## config.mk

```make
export PLATFORM = sky130hd
export DESIGN_NAME = spi_reg_tx
export DESIGN_NICKNAME = d
export VERILOG_FILES = /design/src/rtl/spi_reg_tx.sv
export SDC_FILE = /design/constraint.sdc
export NUM_CORES = 1
export LEC_CHECK = 0
export CAP_MARGIN = 10
export CORE_MARGIN = 3
export CORE_UTILIZATION = 39
export CTS_CLUSTER_DIAMETER = 30
export DETAILED_ROUTE_END_ITERATION = 8
export SLEW_MARGIN = 20
export SYNTH_ARGS = -nofsm -noshare
export SYNTH_HDL_FRONTEND = slang
export SYNTH_SLANG_ARGS = --single-unit
```

## constraint.sdc

```tcl
create_clock -name clk -period 10.8 [get_ports clk]
set_clock_uncertainty 0.15 [all_clocks]
set_input_delay 2.16 -clock clk [delete_from_list [all_inputs] [get_ports clk]]
set_output_delay 2.16 -clock clk [all_outputs]
set_load 0.01 [all_outputs]
```

## src/rtl/spi_reg_tx.sv

```systemverilog
// SPI mode-0 frame transmitter: sends up to DATA_W bits MSB-first with csb framing and a guard gap.
// Optional abort input enabled by defining SPI_REG_TX_ABORT_EN.
module spi_reg_tx #(
  parameter int DATA_W = 48,
  parameter int DIV    = 2
) (
  input  logic              clk,
  input  logic              reset_n,
  input  logic              i_valid,
  output logic              o_ready,
  input  logic [DATA_W-1:0] i_data,
  input  logic [6:0]        i_len,
`ifdef SPI_REG_TX_ABORT_EN
  input  logic              i_abort,
`endif
  output logic              o_csb,
  output logic              o_sclk,
  output logic              o_mosi,
  output logic              o_done,
  output logic [2:0]        dbg_state
);

  localparam int CNT_W = (DIV > 1) ? $clog2(DIV) : 1;
  localparam logic [CNT_W-1:0] CNT_LAST = CNT_W'(DIV - 1);
  localparam logic [6:0] MAX_LEN = 7'(DATA_W);

  // Handshake: a request is taken on a rising edge where i_valid && o_ready;
  // i_valid may be held across frames, o_ready is high only while IDLE.
  typedef enum logic [2:0] {
    S_IDLE  = 3'd0,
    S_SETUP = 3'd1,
    S_HIGH  = 3'd2,
    S_LOW   = 3'd3,
    S_HOLD  = 3'd4,
    S_GAP   = 3'd5
  } state_t;

  state_t             state;
  logic [CNT_W-1:0]   cnt;
  logic [6:0]         bits_left;
  logic [DATA_W-1:0]  shreg;
  logic [DATA_W-1:0]  shifted;
  logic [DATA_W-1:0]  aligned;
  logic [6:0]         eff_len;
  logic               cnt_end;
  logic               abort_hit;

  // Left-align the payload so bit L-1 sits at the MSB of the shift register.
  assign eff_len = (i_len > MAX_LEN) ? MAX_LEN : i_len;
  assign aligned = i_data << (MAX_LEN - eff_len);
  assign shifted = shreg << 1;
  assign cnt_end = (cnt == CNT_LAST);
  assign dbg_state = state;

`ifdef SPI_REG_TX_ABORT_EN
  assign abort_hit = i_abort && (state inside {S_SETUP, S_HIGH, S_LOW, S_HOLD});
`else
  assign abort_hit = 1'b0;
`endif

  always_ff @(posedge clk) begin
    if (!reset_n) begin
      state     <= S_IDLE;
      cnt       <= '0;
      bits_left <= '0;
      shreg     <= '0;
      o_ready   <= 1'b0;
      o_csb     <= 1'b1;
      o_sclk    <= 1'b0;
      o_mosi    <= 1'b0;
      o_done    <= 1'b0;
    end else begin
      o_done <= 1'b0;
      if (abort_hit) begin
        state  <= S_GAP;
        cnt    <= '0;
        o_csb  <= 1'b1;
        o_sclk <= 1'b0;
        o_mosi <= 1'b0;
      end else begin
        if (state != S_IDLE) cnt <= cnt_end ? '0 : cnt + 1'b1;
        case (state)
          S_IDLE: begin
            if (i_valid && o_ready) begin
              o_ready <= 1'b0;
              if (eff_len == 7'd0) begin
                o_done <= 1'b1;
              end else begin
                state     <= S_SETUP;
                cnt       <= '0;
                bits_left <= eff_len;
                shreg     <= aligned;
                o_csb     <= 1'b0;
                o_mosi    <= aligned[DATA_W-1];
              end
            end else begin
              o_ready <= 1'b1;
            end
          end
          S_SETUP: begin
            if (cnt_end) begin
              state  <= S_HIGH;
              o_sclk <= 1'b1;
            end
          end
          S_HIGH: begin
            if (cnt_end) begin
              o_sclk <= 1'b0;
              if (bits_left > 7'd1) begin
                state     <= S_LOW;
                bits_left <= bits_left - 7'd1;
                shreg     <= shifted;
                o_mosi    <= shifted[DATA_W-1];
              end else begin
                state <= S_HOLD;
              end
            end
          end
          S_LOW: begin
            if (cnt_end) begin
              state  <= S_HIGH;
              o_sclk <= 1'b1;
            end
          end
          S_HOLD: begin
            if (cnt_end) begin
              state  <= S_GAP;
              o_csb  <= 1'b1;
              o_mosi <= 1'b0;
            end
          end
          S_GAP: begin
            if (cnt_end) begin
              state   <= S_IDLE;
              o_done  <= 1'b1;
              o_ready <= 1'b1;
            end
          end
          default: state <= S_IDLE;
        endcase
      end
    end
  end

endmodule

```

==> reports/results.ini <==
[status]
outcome = complete, no violations

[synth]
syn_area_mm2 = 0.005874
postSynthCellCount = 663
yosys_most_used_dff = dfxtp_1
netlist-cell-type-count = 74
async_flop_share = 0
synth_largest_area_cell = dfxtp_1
synth_top_area_frac = 0.2147
ys_top_cells_by_area = dfxtp_1, mux4_2, mux2i_1
syn_avg_cell_area_um2 = 8.860
ys_seq_elements = 63
synth_edf_count = 0
yosysWarnings = 0
syn_nets = 724
yosysSeqAreaShare = 0.2147

[finish]
fin_util = 0.4648
synthToLayoutAreaGrowth_pct = 15.87
regArea_mm2 = 0.001261
antenna_cells = 0
drive_gt1_frac = 0.1373
multi_input_area_mm2 = 0.004234
final_nets = 748
n_fill_cell = 1439

[drt]
routedWlPerCell_um = 22.53
first_pass_iters = 5
drcViolationCount = 0
via_count = 5876
wl_mm = 19.74
via_per_inst = 6.708
drt_iter0_drc = 624
ant_nets = 0

[setup_path]
worst-path-buf-inv = 2
cp-end-kind = register
cp.required_ns = 10.86
crit_type = in -> reg
cp_data_arrival_time_ns = 6.93
reg2reg_slack_ns = 7.60
crit_path_max_fanout = 57
worstPathCellList = clkdlybuf4s50_1, a21oi_4, nand2_4, ha_2, buf_4, mux4_2, mux2i_1, mux2i_1, a221oi_1, nor2_1
path_common_cell = mux2i_1
cpLargestDelayFamily = multiplexers
critPathMaxStageDelay_ns = 0.63
slowest_stage = mux4_2
start_kind = input pin

[die]
io_pins = 66
dieArea_mm2 = 0.01657
rows = 44
start_util = 0.4011
fp.dieW_um = 128.7
core_area_mm2 = 0.01464
fp.dieH_um = 128.7

[sta]
finalHoldViolCount = 0
drv_slew = 0
tns_ns = 0
rsz0062_at_grt = false
tightest_slew_ns = 0.9129
layout_setup_ws_ns = 3.929
setup_viol = 0
fmax_mhz = 145.5
fin_crit_ns = 6.871
maxSlewHeadroom = 0.3868
fin_crit_sh = 0.6362

[place]
dpl_worst_slack_ns = 3.666
gp_routability_congestion = 0.9271
io_buffers = 65
hpwl_mm = 14.59

[grt]
antenna_found_initial = 0
grt_max_degree = 65
track_usage = 0.2360
overflow = 0
grt_pass1_vias = 5443
grt_pass1_wl_mm = 30.72

[cts]
cts_sinks = 63
cts_setup_buffers = 0
cts_root_buf = clkbuf_16
hold_buffers = 0
cts_resized = 0
cts_max_path_buffers = 2
cts_tree = yes
cts_buffers = 9
h-tree-depth = 3
cts.clk_slew.worst_paths_ns = 0.05
clk_latency_ns = 0.33

[job]
maxCapViolations = 0

[pwr]
p_leak_nw = 2.586
sequentialPowerShare = 0.292
switching_share = 0.3443
pwr-share-comb = 0.367
power_mw = 0.9298
vdd_ir_drop_max_mv = 0.06889
p_int_mw = 0.6096
power_density_mw_per_mm2 = 136.6
switching_power_mw = 0.3202
clkPwrFrac = 0.341

[min_path]
min_path_type = reg -> reg

## power groups by stage
stage / Combinational [mW] / Clock (mW) / Sequential [mW]
global route: 0.365 / 0.331 / 0.274
detailed placement: 0.333 / 0 / 0.275
finish: 0.341 / 0.317 / 0.271
CTS: 0.335 / 0.322 / 0.271
floorplan: 0.233 / 0 / 0.270
global placement: 0.330 / 0 / 0.275
## path summary, 6_finish.rpt
check	cells after the start	end	from
max	10	shreg[15]	i_len[4]
min reg2reg	2	bits_left[5]	bits_left[5]
min	2	bits_left[5]	bits_left[5]
max reg2reg	9	shreg[45]	bits_left[1]
## sequential cells by signal, indices dropped and copies added, names as in the netlist
register and count:
shreg 47, o_done 1, o_ready 1, cnt 1
o_mosi 1, dbg_state 3, bits_left 7, o_csb 1
o_sclk 1
## metal layers
metal,vias to the layer above,share of wire,track usage
met5,-,0,0
met4,0,0.026,0.08586
met3,31,0.064,0.02823
met2,273,0.48,0.3723
met1,2893,0.43,0.3334
li1,2679,-,-
## Yosys cell counts (8+ instances only)
library cell,n
mux2i_1,53
nand3_1,15
a211oi_1,12
a21oi_1,62
clkbuf_1,23
nand2_1,52
and3_1,8
a221oi_1,23
buf_2,18
o22ai_1,10
nor3_1,17
buf_4,10
inv_1,8
mux4_2,37
a22oi_1,11
mux2_2,9
dfxtp_1,63
nor2_1,51
o21ai_0,52
## cells by family (layout without fill, tap and decap cells)
| logic type | count (synthesis) | after routing | synth area share |
|---|---|---|---|
| compound gates | 242 | 242 | 0.2790 |
| xor+xnor | 2 | 2 | 0.002982 |
| fa+ha+maj | 3 | 3 | 0.006390 |
| buf+inv | 70 | 99 | 0.06794 |
| flops | 63 | 63 | 0.2147 |
| mux | 108 | 108 | 0.2858 |
| simple gates | 175 | 175 | 0.1431 |
## through the flow
stage               std cells  hold WS [ns]  cell area (µm²)
global placement          860        0.3110             6480
floorplan                 663        0.2936             5874
finish                    876        0.3317             6807
detailed placement        860        0.3218             6481
CTS                       876        0.3246             6807
global route              876        0.3631             6807
## layout make-up
class / instances / area share
multi-input combinational: 530 / 0.6221
sequential: 63 / 0.1853
tap: 184 / 0.03382
clock inverter: 3 / 0.009559
timing repair buffer: 75 / 0.1066
clock buffer: 13 / 0.03824
inverter: 8 / 0.004412
## layout by cell type (no fill, tap or decap), drive strengths merged, types with 3 or more instances in the layout
| cell type | instances |
|---|---|
| a2111oi | 3 |
| clkdlybuf4s50 | 65 |
| mux2i | 53 |
| o211ai | 5 |
| o21ai | 57 |
| a22oi | 11 |
| a221oi | 24 |
| ha | 3 |
| nor3 | 18 |
| a211o | 4 |
| a211oi | 13 |
| o2bb2ai | 4 |
| nand4 | 3 |
| o211a | 6 |
| o221ai | 8 |
| dfxtp | 63 |
| mux2 | 11 |
| clkbuf | 13 |
| buf | 10 |
| mux4 | 44 |
| a311oi | 3 |
| o21a | 5 |
| a31oi | 6 |
| nand2b | 6 |
| o22ai | 10 |
| and3 | 8 |
| inv | 8 |
| nor2 | 52 |
| nand3 | 15 |
| o31ai | 4 |
| a21oi | 63 |
| nand2 | 54 |
| nor3b | 3 |
| or2 | 3 |
## worst reg2reg max path, cell delays in order (launching register included)
cell,delay (ns)
dfxtp_1,0.34
inv_1,0.08
ha_1,0.17
o21bai_1,0.18
a31oi_1,0.39
o21a_1,0.16
buf_4,0.51
nand3_1,0.48
nor4bb_1,0.50
a2111oi_2,0.09
Power figures use the tool's default switching activity.
